## src/rtl/alu_exec.sv

```systemverilog
// Multi-cycle ALU: single-cycle logic/arith ops, bit-serial shifts, optional shift-add multiply.
// Define ALU_EXEC_MUL_EN to build the MUL state and multiply datapath (op code 11).
module alu_exec (
    input  logic        clk,
    input  logic        rst,
    input  logic        in_valid,
    output logic        in_ready,
    input  logic [3:0]  operation,
    input  logic [31:0] op_a,
    input  logic [31:0] op_b,
    output logic        out_valid,
    input  logic        out_ready,
    output logic [31:0] result,
    output logic        zero
);

    localparam logic [1:0] StIdle  = 2'd0;
    localparam logic [1:0] StShift = 2'd1;
    localparam logic [1:0] StMul   = 2'd2;
    localparam logic [1:0] StDone  = 2'd3;

    localparam logic [3:0] OpAdd = 4'd0;
    localparam logic [3:0] OpSub = 4'd1;
    localparam logic [3:0] OpSll = 4'd2;
    localparam logic [3:0] OpLt  = 4'd3;
    localparam logic [3:0] OpLtu = 4'd4;
    localparam logic [3:0] OpXor = 4'd5;
    localparam logic [3:0] OpSrl = 4'd6;
    localparam logic [3:0] OpSra = 4'd7;
    localparam logic [3:0] OpOr  = 4'd8;
    localparam logic [3:0] OpAnd = 4'd9;
    localparam logic [3:0] OpEq  = 4'd10;
    localparam logic [3:0] OpMul = 4'd11;

    logic [1:0]  state_q, state_d;
    logic [3:0]  op_q, op_d;
    logic [31:0] work_q, work_d;
    logic [4:0]  cnt_q, cnt_d;
    logic [31:0] result_q, result_d;
    logic        zero_q, zero_d;
    logic [31:0] alu_res;
    logic [31:0] shift_step;

`ifdef ALU_EXEC_MUL_EN
    logic [31:0] mplier_q, mplier_d;
    logic [31:0] acc_q, acc_d;
    logic [31:0] acc_next;

    assign acc_next = acc_q + (mplier_q[0] ? work_q : 32'd0);
`endif

    assign in_ready  = (state_q == StIdle);
    assign out_valid = (state_q == StDone);
    assign result    = result_q;
    assign zero      = zero_q;

    always_comb begin
        alu_res = 32'd0;
        case (operation)
            OpAdd:   alu_res = op_a + op_b;
            OpSub:   alu_res = op_a - op_b;
            OpLt:    alu_res = {31'd0, $signed(op_a) < $signed(op_b)};
            OpLtu:   alu_res = {31'd0, op_a < op_b};
            OpXor:   alu_res = op_a ^ op_b;
            OpOr:    alu_res = op_a | op_b;
            OpAnd:   alu_res = op_a & op_b;
            OpEq:    alu_res = {31'd0, op_a == op_b};
            default: alu_res = 32'd0;
        endcase
    end

    // SRA replicates bit 31, which never changes while shifting right arithmetically.
    always_comb begin
        shift_step = work_q;
        case (op_q)
            OpSll:   shift_step = {work_q[30:0], 1'b0};
            OpSrl:   shift_step = {1'b0, work_q[31:1]};
            OpSra:   shift_step = {work_q[31], work_q[31:1]};
            default: shift_step = work_q;
        endcase
    end

    always_comb begin
        state_d  = state_q;
        op_d     = op_q;
        work_d   = work_q;
        cnt_d    = cnt_q;
        result_d = result_q;
`ifdef ALU_EXEC_MUL_EN
        mplier_d = mplier_q;
        acc_d    = acc_q;
`endif
        case (state_q)
            StIdle: begin
                if (in_valid) begin
                    op_d = operation;
                    case (operation)
                        OpSll, OpSrl, OpSra: begin
                            if (op_b[4:0] == 5'd0) begin
                                result_d = op_a;
                                state_d  = StDone;
                            end else begin
                                work_d  = op_a;
                                cnt_d   = op_b[4:0];
                                state_d = StShift;
                            end
                        end
`ifdef ALU_EXEC_MUL_EN
                        OpMul: begin
                            work_d   = op_a;
                            mplier_d = op_b;
                            acc_d    = 32'd0;
                            cnt_d    = 5'd31;
                            state_d  = StMul;
                        end
`endif
                        default: begin
                            result_d = alu_res;
                            state_d  = StDone;
                        end
                    endcase
                end
            end
            StShift: begin
                work_d = shift_step;
                cnt_d  = cnt_q - 5'd1;
                if (cnt_q == 5'd1) begin
                    result_d = shift_step;
                    state_d  = StDone;
                end
            end
`ifdef ALU_EXEC_MUL_EN
            StMul: begin
                acc_d    = acc_next;
                work_d   = {work_q[30:0], 1'b0};
                mplier_d = {1'b0, mplier_q[31:1]};
                cnt_d    = cnt_q - 5'd1;
                if (cnt_q == 5'd0) begin
                    result_d = acc_next;
                    state_d  = StDone;
                end
            end
`endif
            StDone: begin
                if (out_ready) begin
                    state_d = StIdle;
                end
            end
            default: state_d = StIdle;
        endcase
        zero_d = (result_d == 32'd0);
    end

    always_ff @(posedge clk) begin
        if (rst) begin
            state_q  <= StIdle;
            op_q     <= OpAdd;
            work_q   <= 32'd0;
            cnt_q    <= 5'd0;
            result_q <= 32'd0;
            zero_q   <= 1'b1;
`ifdef ALU_EXEC_MUL_EN
            mplier_q <= 32'd0;
            acc_q    <= 32'd0;
`endif
        end else begin
            state_q  <= state_d;
            op_q     <= op_d;
            work_q   <= work_d;
            cnt_q    <= cnt_d;
            result_q <= result_d;
            zero_q   <= zero_d;
`ifdef ALU_EXEC_MUL_EN
            mplier_q <= mplier_d;
            acc_q    <= acc_d;
`endif
        end
    end

endmodule

```

## config.mk

```make
export PLATFORM = sky130hd
export DESIGN_NAME = alu_exec
export DESIGN_NICKNAME = d
export VERILOG_FILES = /design/src/rtl/alu_exec.sv
export SDC_FILE = /design/constraint.sdc
export NUM_CORES = 1
export LEC_CHECK = 0
export ABC_AREA = 1
export BUFFER_PORTS_ARGS = -buffer_cell sky130_fd_sc_hd__buf_2
export CORE_UTILIZATION = 35
export DETAILED_ROUTE_END_ITERATION = 8
export PLACE_DENSITY = 0.61
export SETUP_SLACK_MARGIN = 0.2
export SYNTH_ARGS = -nofsm -noshare
export SYNTH_HDL_FRONTEND = slang
export SYNTH_SLANG_ARGS = --single-unit
```

## constraint.sdc

```tcl
create_clock -name clk -period 5.05 [get_ports clk]
set_clock_uncertainty 0.15 [all_clocks]
set_input_delay 0.505 -clock clk [delete_from_list [all_inputs] [get_ports clk]]
set_output_delay 0.505 -clock clk [all_outputs]
set_load 0.005 [all_outputs]
```

==> results of run 1 <==
## sequential cells by signal, summed over array words and instances, names as in the netlist
name     count
op_q         4
result      32
zero         1
cnt_q        5
state_q      2
work_q      32
## logic make-up after synthesis
group | share of synthesized area [%]
adder cells (fa/ha/maj) | 11.4
flip-flops | 12.9
buffers and inverters | 17.9
AO/OA/AOI/OAI | 19.6
AND/OR/NAND/NOR | 38.2
## area by class of cell
type,count,share of cell area [%]
clock buffers,10,1.85
clock inverters,6,0.552
inverters,451,13.1
multi-input cells,1597,63.5
flip-flops and latches,76,11.8
well taps,442,4.28
repair buffers,120,4.92
## routing by layer
metal  global-route usage [%]  vias to the layer above
met5                        0                        -
met4                     12.8                        2
met3                     4.03                      111
met2                     48.8                      791
met1                     39.8                     6787
li1                         -                     7119
## Yosys cell counts, drive strengths merged
cell     instances
o22ai           41
clkbuf          32
nand3          150
and3             2
a21oi          174
a22oi            4
buf             60
or2              1
o221a            9
nor2           169
a2bb2oi          1
clkinv           3
a211oi           2
fa               2
o21ai          107
and2             7
a221oi          24
o221ai          17
dfxtp           76
nor4             1
a31oi            3
o2111ai          2
ha             105
o211ai           6
inv            448
nand2          692
a21boi           1
nand4           55
o21bai           8
nor3            14
## report_power, final
| part | internal [mW] | switching [mW] | leakage [nW] | total (mW) |
|---|---|---|---|---|
| Sequential | 0.706 | 0.0891 | 0.625 | 0.795 |
| Clock | 0.400 | 0.293 | 0.145 | 0.693 |
| Combinational | 0.499 | 1.15 | 6.38 | 1.65 |
| Total | 1.61 | 1.53 | 7.16 | 3.14 |
## placed cells by master (no fill, tap or decap), drive strengths merged, types with 55 or more instances in the layout
cell type / synthesis / layout
a21oi: 174 / 174
nand2: 692 / 692
ha: 105 / 105
nand4: 55 / 55
nand3: 150 / 150
inv: 448 / 449
dfxtp: 76 / 76
o21ai: 107 / 107
nor2: 169 / 169
buf: 60 / 120
## worst paths after layout
kind | from | endpoint | slack (ns) | cells after the start
hold / removal | operation[2] | op_q[2]$_SDFFE_PP0P_ | 0.30 | 3
hold reg to reg | op_q[3]$_SDFFE_PP0P_ | op_q[3]$_SDFFE_PP0P_ | 0.34 | 2
setup / recovery | state_q[1]$_SDFFE_PP0P_ | zero$_SDFF_PP1_ | 1.46 | 17
setup reg to reg | state_q[1]$_SDFFE_PP0P_ | zero$_SDFF_PP1_ | 1.46 | 17
## critical path: stages, from the launching register on
cell and delay, ns:
dfxtp_1 0.30, buf_4 0.44, nor2_2 0.08, buf_4 0.30
inv_1 0.10, buf_4 0.47, nor2_2 0.24, inv_2 0.36
nand2_1 0.11, o21ai_0 0.09, nand2_1 0.06, a21oi_1 0.18
nand2_1 0.09, nor2_1 0.12, nand2_1 0.06, nor2_1 0.18
nand3_1 0.10, nand2_1 0.06
## per-stage QoR
step                      utilization (%)  area [µm²]  hold WS [ns]
after floorplan                         -       11800         0.313
after global placement               38.4       12600         0.334
after detailed placement             38.4       12600         0.335
after CTS                            39.3       12900         0.295
after global routing                 39.3       12900         0.321
final                                39.3       12900         0.303
==> results.ini, run 1 <==
[outcome]
run_status = complete, no violations

[timing]
slew_headroom_pct = 8.60
rsz0062_at_grt = no
fin_ws_ns = 1.46
worstMarginPinSlew_ns = 1.37
post-route-period-util_pct = 71.2
final.setup.tns_ns = 0
setup_violations = 0
slew_viol_final = 0
fin_crit_ns = 3.59
hold_violations = 0
max_freq_mhz = 278

[logic_synthesis]
synth_fp_nets = 2395
ys_types = 40
yosysTopAreaCell = nand2_1
yosysSeqAreaShare_pct = 12.9
ys.warnings.count = 0
synthesis.area_um2 = 11800
synth_area_leaders = nand2_1, inv_1, dfxtp_1
synth_top_area_share_pct = 21.8
syn_avg_cell_area_um2 = 5.34
synth-seq-cells = 76
netlist_instances = 2216

[global_route]
first_global_vias = 13500
grt-ovfl-total = 0
antenna_found_initial = 1
grt_usage_pct = 30.1
grt_max_degree = 60
grt_pass1_wl_mm = 78.4

[hold_path]
hp-class = input pin to flop

[final_layout]
drive_gt1_share_pct = 7.70
instances_no_fill = 2702
multi_input_area_um2 = 8210
syn_to_final_growth_pct = 9.17
fill_cells = 3792
antenna_cells = 0
register_area_um2 = 1520
fin_nets = 2434

[clock_network]
cts_made_buffers = 9
worstSkewPairLatency_ns = 0.36
cts_hold_buffers = 0
ctsResizeCount = 0
clkTransAtPathRegs_ns = 0.07
clock_path_buffers = 2
cts_setup_buffers = 0
clock_sinks = 76
cts_tree = done
htreeDepth = 3
cts-root-buf = clkbuf_16

[routing]
vias_per_cell = 5.48
top_layer_used = met5
drtIter0Drc = 1630
remaining_drc_errors = 0
routed-wl-met2_mm = 23.2
antenna_left = 0
dr_wl_met3_mm = 4.40
routed_wirelength_mm = 52.3
wl_met1_mm = 22.3
wl_per_cell_um = 19.3
vias = 14800
dr.pass1.iters = 6

[placement]
place.gp.congestion = 1.03
dp_slack_ns = 1.24
dp_cells = 2686
portBuffers = 106
dpl.hpwl_mm = 41.0

[flow_run]
maxCapViolCount = 0

[die]
ios = 107
dieArea_um2 = 34600
rows = 66
core_um2 = 32900
start_util_pct = 36.0
die_w_um = 186
die-height_um = 186

[power]
power_density_nw_per_um2 = 243
max-vdd-ir-drop_v = 0.000182
p_leak_nw = 7.16
power_mw = 3.14

[setup_path]
worstPathMaxFanout = 41
cp.arrival_ns = 3.73
critPathLaunchType = flop
end_kind = flop
setup.worst_path.class = flop to flop
cp.required_ns = 5.19

Power figures use the tool's default switching activity.
==> run 2: changes to the inputs <==
Settings changed: ABC_AREA 1 to 0, PLACE_DENSITY 0.61 to 0.63.
Clock period 5.05 ns to 3.3 ns, I/O delays scaled along.
==> run 2 against run 1 <==
  * Utilization grew 15 points
  * Critical path depth fell by 2
  * Largest cell class unchanged
  * Synthesized area down 8.5%
  * Flip-flop and latch count unchanged
  * Clock power increased by 66%
  * First-iteration DRC count increased by 5.6%
  * Clock-buffer cell count fell by 1
  * Setup slack got worse by 1.6 ns
  * Combinational power up 74%
  * Highest routed layer is now met4
  * The run now ends with setup timing left
  * Non-clock buffer count up 487
==> results.ini, run 2 <==
[final_layout]
drive_gt1_share_pct = 37.8
mostFrequentLayoutCells = buf_4, nor2_1, nand2_1, a21oi_1, buf_2
syn_to_final_growth_pct = 53.1
layout_commonest_cell = buf_4
fin_nets = 2263
stdcell_area_um2 = 16600
antenna_cells = 0
fill_cells = 2945

[setup_path]
end_kind = flop
reg2regPathDepth = 12
cp.arrival_ns = 3.57
r2r_end = zero$_SDFF_PP1_
r2r_slack_ns = -0.11
worstPathMaxFanout = 3
worstSetupEndpoint = zero$_SDFF_PP1_
startpoint = op_a[6]
reg2reg_from = cnt_q[1]$_SDFFE_PP0P_
setup.worst_path.class = input pin to flop
critPathLaunchType = input pin
cp.required_ns = 3.40

[timing]
setup_violations = 1
max_freq_mhz = 288
slew_viol_final = 0
worstMarginPinSlew_ns = 0.776
hold_slack_ns = 0.190
fin_crit_ns = 3.48
slew_headroom_pct = 48.3
fin_ws_ns = -0.177
rsz0062_at_grt = yes
final.setup.tns_ns = -0.177
hold_violations = 0
post-route-period-util_pct = 105

[placement]
dpl.hpwl_mm = 46.4
dpl_cell_area_um2 = 15200
place.gp.congestion = 1.05
portBuffers = 106

[logic_synthesis]
synth_area_leaders = dfxtp_1, ha_1, a21oi_1
synth_adder_area_share_pct = 12.5
synth-compound-area-share_pct = 37.6
yosysSeqAreaShare_pct = 14.1
syn_avg_cell_area_um2 = 6.84
netlist_instances = 1583
ys_types = 100
async_flop_share_pct = 0
ys.warnings.count = 0
synth_top_area_share_pct = 14.1
synth_mux_area_share_pct = 0.936
synthMostInstantiatedCell = nor2_1
synth_top_family_by_area = compound AO/OA/AOI/OAI gates
yosysTopAreaCell = dfxtp_1
synth-seq-cells = 76
synthXorXnorAreaFrac_pct = 0.566
synthesis.area_um2 = 10800
synth-main-ff-cell = dfxtp_1
synth_common_cells = nor2_1, a21oi_1, nand2_1
synthSimpleGateAreaFrac_pct = 26.3
synth_edf_count = 0
synth_fp_nets = 1762

[die]
rows = 64
ios = 107
start_util_pct = 35.5
die_w_um = 178
dieArea_um2 = 31600
die-height_um = 178
core_um2 = 30500

[clock_network]
htreeDepth = 3
clock_path_buffers = 2
clkTransAtPathRegs_ns = 0.06
cts-root-buf = clkbuf_16
cts_made_buffers = 9
cts_hold_buffers = 0
worstSkewPairLatency_ns = 0.34
clock_sinks = 76
cts_tree = done

[flow_run]
maxCapViolCount = 0

[routing]
vias = 14700
vias_per_cell = 5.91
remaining_drc_errors = 0
wl_per_cell_um = 22.7
antenna_left = 0
dr.pass1.iters = 6
drtIter0Drc = 1721
routed_wirelength_mm = 56.4

[power]
p_leak_nw = 7.50
power_mw = 5.13
max-vdd-ir-drop_v = 0.000397
power_density_nw_per_um2 = 309

[global_route]
grt_pass1_wl_mm = 82.0
grt_max_degree = 69
grt_usage_pct = 34.6
grt-busiest-layer = met1
grt-ovfl-total = 0
use_met2_pct = 51.4
first_global_vias = 13300
met3_usage_pct = 4.80
gr-usage-met1_pct = 51.6
antenna_found_initial = 0

[hold_path]
hp-class = input pin to flop

[outcome]
run_status = complete, but fails checks
violations = setup timing

-- run 2: changes by cell type in the layout (fill, tap and decap cells not counted), sizes merged, moves of 19 or more --
cell / previous run / this run
and2: 7 / 27
o211ai: 6 / 28
nand2: 692 / 152
a21oi: 174 / 155
nor2: 169 / 189
inv: 449 / 100
nand4: 55 / 12
nor4: 1 / 20
o22ai: 41 / 15
a211oi: 2 / 47
nand3: 150 / 37
buf: 120 / 607
a31oi: 3 / 40
-- run 2: worst max-delay path, cell delays in order --
cell and delay (ns):
buf_8 0.10, buf_6 0.11, ha_4 0.15, nor2b_4 0.12, or4_4 0.53, o211a_4 0.28, o311ai_4 0.33, nand3b_1 0.28
buf_4 0.23, a21oi_4 0.14, nor4_2 0.07, a211o_1 0.24, a31o_2 0.26, nand4b_1 0.20, o41ai_2 0.20
-- run 2: area by class of cell --
type                    instances  area [µm²]  share of cell area [%]
multi-input cells            1290        9310                    56.2
clock buffers                   9         225                    1.36
well taps                     396         495                    2.99
repair buffers                607        4510                    27.2
clock inverters                 7         124                   0.747
flip-flops and latches         76        1520                    9.18
inverters                     100         383                    2.31
-- run 2: what timing repair did --
item                                    4_1_cts  5_1_grt
buffers inserted                              8       10
pin swaps                                    40       51
resized for setup                            89      108
endpoints found under the setup margin       11       13
cloned                                        0        0
-- run 2: cell families (layout without fill, tap and decap cells) --
kind of cell | after synthesis | after routing
xor gates and xnor gates | 7 | 7
adders and majority gates | 107 | 107
AOI/OAI and AO/OA | 590 | 590
muxes | 10 | 10
DFF | 76 | 76
and+or+nand+nor | 576 | 576
buffers and inverters | 217 | 723
-- run 2: routing by layer --
metal  vias up  routed length, µm
li1       6850                  -
met4         0               1460
met2       760              23500
met1      6972              25900
met5         -                  0
met3       100               5520
-- run 2: worst min-delay path by stage --
stage	startpoint	endpoint	slack [ns]	cells after the start
floorplan	work_q[31]$_SDFFE_PP0P_	work_q[31]$_SDFFE_PP0P_	0.33	2
global placement	work_q[31]$_SDFFE_PP0P_	work_q[31]$_SDFFE_PP0P_	0.35	2
detailed placement	work_q[31]$_SDFFE_PP0P_	work_q[31]$_SDFFE_PP0P_	0.37	2
CTS	out_ready	state_q[0]$_SDFFE_PP0P_	0.18	4
global route	out_ready	state_q[0]$_SDFFE_PP0P_	0.19	4
finish	out_ready	state_q[0]$_SDFFE_PP0P_	0.19	4
-- run 2: where the power goes --
group | switching [mW] | internal [mW] | total (mW)
Combinational | 1.57 | 1.30 | 2.87
Clock | 0.409 | 0.744 | 1.15
Sequential | 0.104 | 1.00 | 1.10
Total | 2.08 | 3.04 | 5.13
-- run 2: metrics by stage --
stage / instances / worst slack, ns / util (%)
2_1_floorplan: 1583 / -0.0922 / -
3_3_place_gp: 2451 / -0.814 / 49.7
3_5_place_dp: 2451 / -0.904 / 49.7
4_1_cts: 2475 / -0.245 / 52.4
5_1_grt: 2485 / -0.288 / 54.3
6_report: 2485 / -0.177 / 54.3
==> run 3: changes to the inputs <==
Settings changed: RECOVER_POWER set to 100.
==> run 3 against run 2 <==
  * Largest power group unchanged
  * Utilization down 0.27 points
  * The flow still finishes with violations (setup timing)
  * Critical path type unchanged
  * Critical endpoint unchanged
  * Sequential power about the same
  * Global-route usage unchanged
  * Maximum frequency up 0.34%
==> results.ini, run 3 (synthesis results as in run 2) <==
[clock_network]
cts_tree = done
cts_made_buffers = 9
clock_path_buffers = 2
htreeDepth = 3
clkTransAtPathRegs_ns = 0.06
clock_sinks = 76
cts-root-buf = clkbuf_16
worstSkewPairLatency_ns = 0.34
cts_hold_buffers = 0

[final_layout]
drive_gt1_share_pct = 36.4
stdcell_area_um2 = 16500
syn_to_final_growth_pct = 52.3
antenna_cells = 0
final_core_util_pct = 54.1
fin_nets = 2263
mostFrequentLayoutCells = buf_4, nor2_1, nand2_1, a21oi_1, inv_1
layout_commonest_cell = buf_4

[timing]
max_freq_mhz = 289
worstMarginPinSlew_ns = 0.777
fin_ws_ns = -0.165
setup_violations = 1
final.setup.tns_ns = -0.165
fin_crit_ns = 3.47
rsz0062_at_grt = yes
hold_violations = 0
slew_viol_final = 0
post-route-period-util_pct = 105
slew_headroom_pct = 48.2

[die]
die-height_um = 178
ios = 107
dieArea_um2 = 31600
die_w_um = 178
rows = 64
start_util_pct = 35.5
core_um2 = 30500

[setup_path]
cp.arrival_ns = 3.57
setup.worst_path.class = input pin to flop
worstPathMaxFanout = 3
end_kind = flop
cp.required_ns = 3.40
critPathLaunchType = input pin

[placement]
place.gp.congestion = 1.05
portBuffers = 106
dpl_cell_area_um2 = 15200
dpl.hpwl_mm = 46.4

[global_route]
antenna_found_initial = 0
first_global_vias = 13300
grt-ovfl-total = 0
grt_pass1_wl_mm = 82.0
grt_max_degree = 69
grt_usage_pct = 34.6

[routing]
vias = 14600
wl_per_cell_um = 22.7
antenna_left = 0
dr.pass1.iters = 6
routed_wirelength_mm = 56.4
remaining_drc_errors = 0
drtIter0Drc = 1638
vias_per_cell = 5.89

[flow_run]
maxCapViolCount = 0

[power]
power_density_nw_per_um2 = 310
power_mw = 5.11
p_leak_nw = 7.37
max-vdd-ir-drop_v = 0.000395

[hold_path]
hp-class = input pin to flop

[outcome]
violations = setup timing
run_status = complete, but fails checks

## run 3: cell types whose count changed in the layout (fill, tap and decap cells not counted), sizes merged
cell / before / now
buf: 607 / 579
clkbuf: 9 / 37
## run 3: area by class of cell
| class | count | area (µm²) |
|---|---|---|
| flip-flops and latches | 76 | 1520 |
| inverters | 100 | 383 |
| well taps | 396 | 495 |
| repair buffers | 607 | 4440 |
| multi-input cells | 1290 | 9300 |
| clock inverters | 7 | 124 |
| clock buffers | 9 | 225 |
| fillers | 2976 | 14000 |
## run 3: report_power, final
group | total (mW) | internal [mW] | switching [mW]
Sequential | 1.11 | 1.00 | 0.105
Combinational | 2.85 | 1.28 | 1.57
Clock | 1.16 | 0.744 | 0.412
## run 3: critical path, cell delays in order
cell and delay (ns):
buf_8 0.10, buf_6 0.11, ha_4 0.15, nor2b_4 0.12, or4_4 0.53, o211a_4 0.28
o311ai_4 0.32, nand3b_1 0.27, buf_4 0.23, a21oi_4 0.14, nor4_2 0.06, a211o_1 0.25
a31o_2 0.26, nand4b_1 0.20, o41ai_2 0.20
## run 3: path summary, 6_finish.rpt
path                                              start                       to  slack (ns)  cells after the start
worst max-delay path                            op_a[6]          zero$_SDFF_PP1_       -0.17                     15
worst min-delay path                          out_ready  state_q[0]$_SDFFE_PP0P_        0.19                      4
worst max register to register    cnt_q[1]$_SDFFE_PP0P_          zero$_SDFF_PP1_       -0.11                     12
worst min register to register  work_q[31]$_SDFFE_PP0P_  work_q[31]$_SDFFE_PP0P_        0.37                      2
## run 3: metal layers
metal	global-route usage (%)	wire, µm	vias up
li1	-	-	6849
met1	51.6	25900	6975
met2	51.4	23700	738
met3	4.80	5540	79
met4	8.62	1320	0
met5	0	0	-
## run 3: through the flow
| step | setup slack (ns) | hold slack (ns) | std cells |
|---|---|---|---|
| after detailed placement | -0.904 | 0.367 | 2451 |
| after CTS | -0.245 | 0.183 | 2475 |
| after floorplan | -0.0922 | 0.331 | 1583 |
| final | -0.165 | 0.194 | 2485 |
| after global routing | -0.288 | 0.191 | 2485 |
| after global placement | -0.814 | 0.352 | 2451 |
## run 3: repair_timing
| item | 4_1_cts | 5_1_grt |
|---|---|---|
| buffers inserted | 8 | 10 |
| pin swaps | 40 | 51 |
| endpoints found under the setup margin | 11 | 13 |
| gates resized for setup | 89 | 108 |
